`config.mk`:
```
export PLATFORM = sky130hd
export DESIGN_NAME = dac_setpoint_conditioner
export DESIGN_NICKNAME = d
export VERILOG_FILES = /design/src/rtl/dac_cond_pkg.sv /design/src/rtl/dac_sat_mac.sv /design/src/rtl/dac_setpoint_conditioner.sv
export SDC_FILE = /design/constraint.sdc
export NUM_CORES = 2
export LEC_CHECK = 0
export ABC_AREA = 1
export BUFFER_PORTS_ARGS = -buffer_cell sky130_fd_sc_hd__buf_4
export CAP_MARGIN = 20
export CORE_ASPECT_RATIO = 1.4
export CORE_MARGIN = 4
export CORE_UTILIZATION = 56
export DETAILED_ROUTE_END_ITERATION = 7
export PLACE_DENSITY = 0.74
export SYNTH_ARGS = -nofsm -noshare
export SYNTH_HDL_FRONTEND = slang
export SYNTH_HIERARCHICAL = 1
export SYNTH_SLANG_ARGS = --single-unit
```
`constraint.sdc`:
```
create_clock -name sysClk -period 9.6 [get_ports sysClk]
set_input_delay 1.44 -clock sysClk [delete_from_list [all_inputs] [get_ports sysClk]]
set_output_delay 1.44 -clock sysClk [all_outputs]
set_load 0.01 [all_outputs]
```
`src/rtl/dac_cond_pkg.sv`:
```
// ============================================================================
// dac_cond_pkg : shared types/constants for the DAC setpoint conditioner. Rev 1.0
// ============================================================================
`default_nettype none

package dac_cond_pkg;

   typedef enum logic [2:0] {
      S_IDLE    = 3'd0,
      S_CAPTURE = 3'd1,
      S_MUL     = 3'd2,
      S_ADD     = 3'd3,
      S_SAT     = 3'd4,
      S_SLEW    = 3'd5,
      S_COMMIT  = 3'd6
   } dac_state_e;

   localparam int               GAIN_FRAC_DEFAULT = 14;
   localparam logic signed [15:0] SAT_MAX         = 16'sh7FFF;
   localparam logic signed [15:0] SAT_MIN         = 16'sh8000;
   localparam int               N_CH              = 4;

   // Zero-volt code; also the XOR mask that maps two's complement to the output domain.
   function automatic logic [15:0] zero_code(input logic offset_binary);
      return offset_binary ? 16'h8000 : 16'h0000;
   endfunction

endpackage

`default_nettype wire

```
`src/rtl/dac_sat_mac.sv`:
```
// ============================================================================
// dac_sat_mac : shared one-channel multiply/round/offset/saturate datapath.
// Optional: DAC_SLEW_LIMIT_EN adds a slew stage and history.  Rev 1.0
// ============================================================================
`default_nettype none

module dac_sat_mac
   import dac_cond_pkg::*;
#(
   parameter int GAIN_FRAC = GAIN_FRAC_DEFAULT
) (
   input  logic                  clk,
   input  logic                  rst,
   input  logic [1:0]            i_ch,
   input  logic                  i_mul,
   input  logic                  i_add,
   input  logic                  i_sat,
`ifdef DAC_SLEW_LIMIT_EN
   input  logic                  i_slew,
   input  logic                  i_commit,
   input  logic [15:0]           i_max_step,
`endif
   input  logic [N_CH-1:0][15:0] i_in,
   input  logic [N_CH-1:0][15:0] i_gain,
   input  logic [N_CH-1:0][15:0] i_offset,
   output logic [N_CH-1:0][15:0] o_res
);

   localparam logic signed [32:0] c_round   = 33'sd1 <<< (GAIN_FRAC - 1);
   localparam logic signed [18:0] c_acc_max = 19'(SAT_MAX);
   localparam logic signed [18:0] c_acc_min = 19'(SAT_MIN);

   logic signed [31:0]     r_prod;
   logic signed [18:0]     r_acc;
   logic [N_CH-1:0][15:0]  r_res;

   logic signed [31:0]     w_a;
   logic signed [31:0]     w_b;
   logic signed [32:0]     w_rnd;
   logic signed [18:0]     w_acc;
   logic [15:0]            w_sat;

   always_comb begin
      w_a   = 32'($signed(i_in[i_ch]));
      w_b   = 32'($signed(i_gain[i_ch]));
      w_rnd = 33'(r_prod) + c_round;
      w_acc = 19'(w_rnd >>> GAIN_FRAC) + 19'($signed(i_offset[i_ch]));
      if (r_acc > c_acc_max)
         w_sat = SAT_MAX;
      else if (r_acc < c_acc_min)
         w_sat = SAT_MIN;
      else
         w_sat = r_acc[15:0];
   end

`ifdef DAC_SLEW_LIMIT_EN
   logic [N_CH-1:0][15:0]  r_prev;
   logic signed [16:0]     w_delta;
   logic signed [16:0]     w_step;
   logic signed [16:0]     w_lim;
   logic signed [16:0]     w_slewed;

   // History lives in the two's-complement domain, independent of output encoding.
   always_comb begin
      w_delta = 17'($signed(r_res[i_ch])) - 17'($signed(r_prev[i_ch]));
      w_step  = $signed({1'b0, i_max_step});
      w_lim   = w_delta;
      if (i_max_step != 16'd0) begin
         if (w_delta > w_step)
            w_lim = w_step;
         else if (w_delta < -w_step)
            w_lim = -w_step;
      end
      w_slewed = 17'($signed(r_prev[i_ch])) + w_lim;
   end
`endif

   always_ff @(posedge clk) begin
      if (rst) begin
         r_prod <= '0;
         r_acc  <= '0;
         r_res  <= '0;
`ifdef DAC_SLEW_LIMIT_EN
         r_prev <= '0;
`endif
      end else begin
         if (i_mul) r_prod <= w_a * w_b;
         if (i_add) r_acc  <= w_acc;
         if (i_sat) r_res[i_ch] <= w_sat;
`ifdef DAC_SLEW_LIMIT_EN
         if (i_slew)   r_res[i_ch] <= w_slewed[15:0];
         if (i_commit) r_prev      <= r_res;
`endif
      end
   end

   assign o_res = r_res;

endmodule

`default_nettype wire

```
`src/rtl/dac_setpoint_conditioner.sv`:
```
// ============================================================================
// dac_setpoint_conditioner : strobe-driven 4-channel gain/offset/saturate stage.
// Optional: DAC_SLEW_LIMIT_EN adds max_step port and per-channel slew limiting.  Rev 1.0
// ============================================================================
`default_nettype none

module dac_setpoint_conditioner
   import dac_cond_pkg::*;
#(
   parameter int OUT_OFFSET_BINARY = 0,
   parameter int GAIN_FRAC         = GAIN_FRAC_DEFAULT
) (
   input  logic        sysClk,
   input  logic        Reset,
   input  logic        trig,
   input  logic [15:0] in_A,
   input  logic [15:0] in_B,
   input  logic [15:0] in_C,
   input  logic [15:0] in_D,
   input  logic [15:0] gain_A,
   input  logic [15:0] gain_B,
   input  logic [15:0] gain_C,
   input  logic [15:0] gain_D,
   input  logic [15:0] offset_A,
   input  logic [15:0] offset_B,
   input  logic [15:0] offset_C,
   input  logic [15:0] offset_D,
`ifdef DAC_SLEW_LIMIT_EN
   input  logic [15:0] max_step,
`endif
   output logic [15:0] OutU16b_A,
   output logic [15:0] OutU16b_B,
   output logic [15:0] OutU16b_C,
   output logic [15:0] OutU16b_D,
   output logic        out_valid,
   output logic        busy,
   output logic [7:0]  overrun_cnt
);

   localparam logic [2:0]  ST_IDLE   = S_IDLE;
   localparam logic [2:0]  ST_MUL    = S_MUL;
   localparam logic [2:0]  ST_ADD    = S_ADD;
   localparam logic [2:0]  ST_SAT    = S_SAT;
   localparam logic [2:0]  ST_SLEW   = S_SLEW;
   localparam logic [2:0]  ST_COMMIT = S_COMMIT;
   localparam logic [15:0] c_zero    = zero_code(OUT_OFFSET_BINARY != 0);

   logic                   r_sync1, r_sync2, r_start;
   logic [2:0]             r_state;
   logic [1:0]             r_ch;
   logic [N_CH-1:0][15:0]  r_in, r_gain, r_off;
   logic [N_CH-1:0][15:0]  w_res;
   logic                   w_last;

   assign w_last = (r_ch == 2'(N_CH - 1));
   assign busy   = (r_state != ST_IDLE);

`ifdef DAC_SLEW_LIMIT_EN
   logic [15:0] r_max_step;
`endif

   dac_sat_mac #(
      .GAIN_FRAC (GAIN_FRAC)
   ) u_mac (
      .clk        (sysClk),
      .rst        (Reset),
      .i_ch       (r_ch),
      .i_mul      (r_state == ST_MUL),
      .i_add      (r_state == ST_ADD),
      .i_sat      (r_state == ST_SAT),
`ifdef DAC_SLEW_LIMIT_EN
      .i_slew     (r_state == ST_SLEW),
      .i_commit   (r_state == ST_COMMIT),
      .i_max_step (r_max_step),
`endif
      .i_in       (r_in),
      .i_gain     (r_gain),
      .i_offset   (r_off),
      .o_res      (w_res)
   );

   // The snapshot is taken on the edge that leaves IDLE, so CAPTURE costs no extra cycle.
   always_ff @(posedge sysClk) begin
      if (Reset) begin
         r_sync1     <= 1'b0;
         r_sync2     <= 1'b0;
         r_start     <= 1'b0;
         r_state     <= ST_IDLE;
         r_ch        <= 2'd0;
         r_in        <= '0;
         r_gain      <= '0;
         r_off       <= '0;
         OutU16b_A   <= c_zero;
         OutU16b_B   <= c_zero;
         OutU16b_C   <= c_zero;
         OutU16b_D   <= c_zero;
         out_valid   <= 1'b0;
         overrun_cnt <= 8'd0;
`ifdef DAC_SLEW_LIMIT_EN
         r_max_step  <= 16'd0;
`endif
      end else begin
         r_sync1   <= trig;
         r_sync2   <= r_sync1;
         r_start   <= r_sync1 & ~r_sync2;
         out_valid <= 1'b0;
         if (r_start && (r_state != ST_IDLE) && (overrun_cnt != 8'hFF))
            overrun_cnt <= overrun_cnt + 8'd1;
         case (r_state)
            ST_IDLE: begin
               if (r_start) begin
                  r_in    <= {in_D, in_C, in_B, in_A};
                  r_gain  <= {gain_D, gain_C, gain_B, gain_A};
                  r_off   <= {offset_D, offset_C, offset_B, offset_A};
`ifdef DAC_SLEW_LIMIT_EN
                  r_max_step <= max_step;
`endif
                  r_ch    <= 2'd0;
                  r_state <= ST_MUL;
               end
            end
            ST_MUL: r_state <= ST_ADD;
            ST_ADD: r_state <= ST_SAT;
`ifdef DAC_SLEW_LIMIT_EN
            ST_SAT: r_state <= ST_SLEW;
            ST_SLEW: begin
`else
            ST_SAT: begin
`endif
               r_ch    <= w_last ? r_ch : r_ch + 2'd1;
               r_state <= w_last ? ST_COMMIT : ST_MUL;
            end
            ST_COMMIT: begin
               OutU16b_A <= w_res[0] ^ c_zero;
               OutU16b_B <= w_res[1] ^ c_zero;
               OutU16b_C <= w_res[2] ^ c_zero;
               OutU16b_D <= w_res[3] ^ c_zero;
               out_valid <= 1'b1;
               r_state   <= ST_IDLE;
            end
            default: r_state <= ST_IDLE;
         endcase
      end
   end

endmodule

`default_nettype wire

```
==> flow_summary.yaml <==
timing:
  setup-violations-final: 0
  final-hold-violation-count: 0
  highest_clock_rate_mhz: 126
  relSlewSlack: 0.183
  final_period_minus_worst_setup_slack_ps: 7960
  fin_worst_skew_ps: 19.1
  grt_setup_unrepaired: "no"
  timing_worst_slew_pin_value_ps: 1230
  timing.final.max_slew_violations: 0
  whs_ps: 423
  final_min_period_over_clock_period: 0.829
  tns_ps: 0
clock_network:
  clock_tree.htree_level_count: 2
  cts_made_buffers: 36
  ctsResizeCount: 0
  clk_root_buffer_cell: "clkbuf_16"
  cts_setup_buffers: 0
  cts.sink_count: 375
  cts_tree: "yes"
  cts-hold-fix-buffers: 0
  clock_latency_ps: 540
  max-clock-path-buffers: 3
  cts.reportedPaths.clkPinSlew_ps: 60
logic_synthesis:
  yosys.area.top_type: "dfxtp_1"
  netlist_instances: 3455
  mappedNetlistArea_um2: 26100
  ys_ff_latch: 375
  synthDominantCellAreaShare: 0.287
  syn_nets: 4012
  yosys-top-cells-area: "dfxtp_1 (29%), fa_1 (20%), nand2_1 (11%), inv_1 (8.8%), a21oi_1 (6.5%)"
  synthesis.area_per_instance_um2: 7.57
  synth-warning-count: 6
  post_synthesis_sequential_area_ratio: 0.287
  yosysUniqueCellTypes: 48
die:
  placeableCoreArea_um2: 46100
  die_area_um2: 50200
  die_y_um: 264
  width_of_the_die_um: 191
  floorplan.initialDensity: 0.567
  num_rows: 93
  io_pins: 269
global_route:
  antenna_found_initial: 0
  grt_max_degree: 229
  global_route_wire_length_before_repair_mm: 117
  first_global_vias: 22600
  grt.total_usage: 0.291
  grt_overflow: 0
setup_path:
  cp_slowest_stage_delay_ps: 920
  critical_path_required_ps: 10040
  timing_worst_setup_path_type: "reg -> reg"
  worst_reg2reg_endpoint: "u_mac/r_prod[31]"
  crit_path_end_kind: "register"
  cp_data_arrival_time_ps: 8400
  rr_worst_depth: 28
  setup_slack_of_the_worst_register_to_register_path_ps: 1640
  r2r_start: "r_ch[0]"
  worst-path-max-fanout: 46
  startpoint_type: "register"
  cell_at_the_slowest_stage_of_the_critical_path: "fa_1"
power_and_ir_drop:
  power_density_nw_per_um2: 116
  vdd.ir_drop.worst_uv: 142
  static-leakage-power_uw: 0.0142
drt:
  avgViaCountPerCell: 5.33
  drc_violation_total_after_the_first_tritonroute_iteration: 1515
  wirelength_mm: 74.7
  firstDrtPassIters: 5
  num_vias: 22700
  detail-route-antenna-nets: 0
  route.detailed.wl_per_inst_um: 17.5
  drt_drc_violations_left: 0
layout:
  fillCellCount: 4221
  antenna_cells: 0
  flow.area_growth_from_synthesis_pct: 12.9
  fin_cells: 4261
  finalNetCount: 4177
  layout-drive-gt1-share: 0.108
  final_area_um2: 29500
placed_design:
  placed_cells_incl_taps: 4199
  place.detailed.hpwl_mm: 57.7
  post_dp_cell_area_um2: 28400
  rd_place_congestion: 1.01
  port_buffers: 268
hold_path:
  holdCritPathClass: "reg -> reg"
  hold_start: "r_sync2"
  timing.hold.worst_endpoint: "r_start"
  whs_path_depth: 1
status:
  status: "completed"
run:
  maxCapViolCount: 0
## cell usage after synthesis (all sizes together)
| cell type | number |
|---|---|
| buf | 80 |
| o21bai | 3 |
| nand2 | 742 |
| a21boi | 1 |
| a21oi | 338 |
| o31ai | 3 |
| o21a | 4 |
| a221oi | 13 |
| a211oi | 1 |
| a22o | 2 |
| ha | 100 |
| and2 | 16 |
| nor4 | 4 |
| clkinv | 6 |
| and3 | 1 |
| xnor2 | 17 |
| nor3 | 16 |
| nand3 | 66 |
| xor2 | 31 |
| a22oi | 69 |
| o221a | 1 |
| clkbuf | 83 |
| a31oi | 12 |
| nor2 | 379 |
| or2 | 1 |
| o211ai | 4 |
| inv | 621 |
| fa | 262 |
| a21o | 5 |
| nand4 | 12 |
| dfxtp | 375 |
| o21ai | 187 |
## cell type report
cell class | count | area (um2) | area share
Clock buffer | 51 | 1030 | 0.0348
Timing Repair Buffer | 290 | 2200 | 0.0744
Multi-Input combinational cell | 2290 | 15500 | 0.526
Inverter | 627 | 2360 | 0.0798
Tap cell | 617 | 772 | 0.0262
Clock inverter | 11 | 143 | 0.00483
Sequential cell | 375 | 7510 | 0.254
## power breakdown
part | total, uW | internal (uW) | switching, uW
sequential | 1620 | 1590 | 27.1
clock | 1410 | 807 | 608
combinational | 388 | 145 | 244
total | 3420 | 2550 | 879
## layout by cell type (no fill, tap or decap), types with 8 or more instances in the layout
master	n
clkbuf_8	8
a22oi_1	69
inv_1	611
nor2_4	9
a21oi_1	337
nor3_1	12
inv_2	8
clkbuf_16	36
nand4_1	12
ha_1	100
buf_4	288
xnor2_1	17
xor2_1	31
nand2_1	734
clkbuf_1	8
fa_1	262
o21ai_0	180
nor2_1	368
nand3_1	61
dfxtp_1	375
a31oi_1	12
nand2_2	8
and2_1	15
## cells by family after synthesis
family / synth area share
AND/OR/NAND/NOR: 0.190
buffers and inverters: 0.120
AO/OA/AOI/OAI: 0.139
flip-flops: 0.287
adder cells (fa/ha/maj): 0.249
XOR/XNOR: 0.0161
## registers in the layout, summed over array words and instances, names as in the netlist, 2 cells and up
signal,flops
r_in,64
u_mac/r_prod,19
u_mac/o_res,64
OutU16b_A,16
r_state,3
OutU16b_C,16
r_gain,64
u_mac/r_acc,19
OutU16b_D,16
r_ch,2
overrun_cnt,8
r_off,64
OutU16b_B,16
## per-layer routing
layer | GRT usage | up-vias | wire length [um]
met3 | 0.0329 | 246 | 3870
met4 | 0.175 | 0 | 5330
li1 | - | 11000 | -
met2 | 0.530 | 806 | 38700
met1 | 0.321 | 10700 | 26800
met5 | 0 | - | 0
## through the flow
stage          total power [uW]  worst slack, ps   util
6_report                   3420             1640  0.641
5_1_grt                    3550             1030  0.641
4_1_cts                    3450             1700  0.641
3_5_place_dp               2040             1710  0.615
3_3_place_gp               2040             1760  0.615
2_1_floorplan              1890             2970      -
## worst max path at each step
stage / startpoint / to / slack [ps] / cells past startpoint
finish: r_ch[0] / u_mac/r_prod[31] / 1640 / 28
global route: r_ch[0] / u_mac/r_prod[31] / 1030 / 28
CTS: r_ch[1] / u_mac/r_prod[31] / 1700 / 27
detailed placement: r_ch[0] / u_mac/r_prod[27] / 1710 / 26
global placement: r_ch[0] / u_mac/r_prod[26] / 1760 / 25
floorplan: r_ch[0] / u_mac/r_prod[31] / 2970 / 31
## worst max-delay path: cells and delay by family (launching register included)
kind | cells | cell delay [ps]
AOI/OAI and AO/OA | 1 | 150
and+or+nand+nor | 13 | 1810
DFF | 1 | 720
buffers and inverters | 7 | 1250
adders and majority gates | 7 | 3910
(Power assumes the default switching activity.)
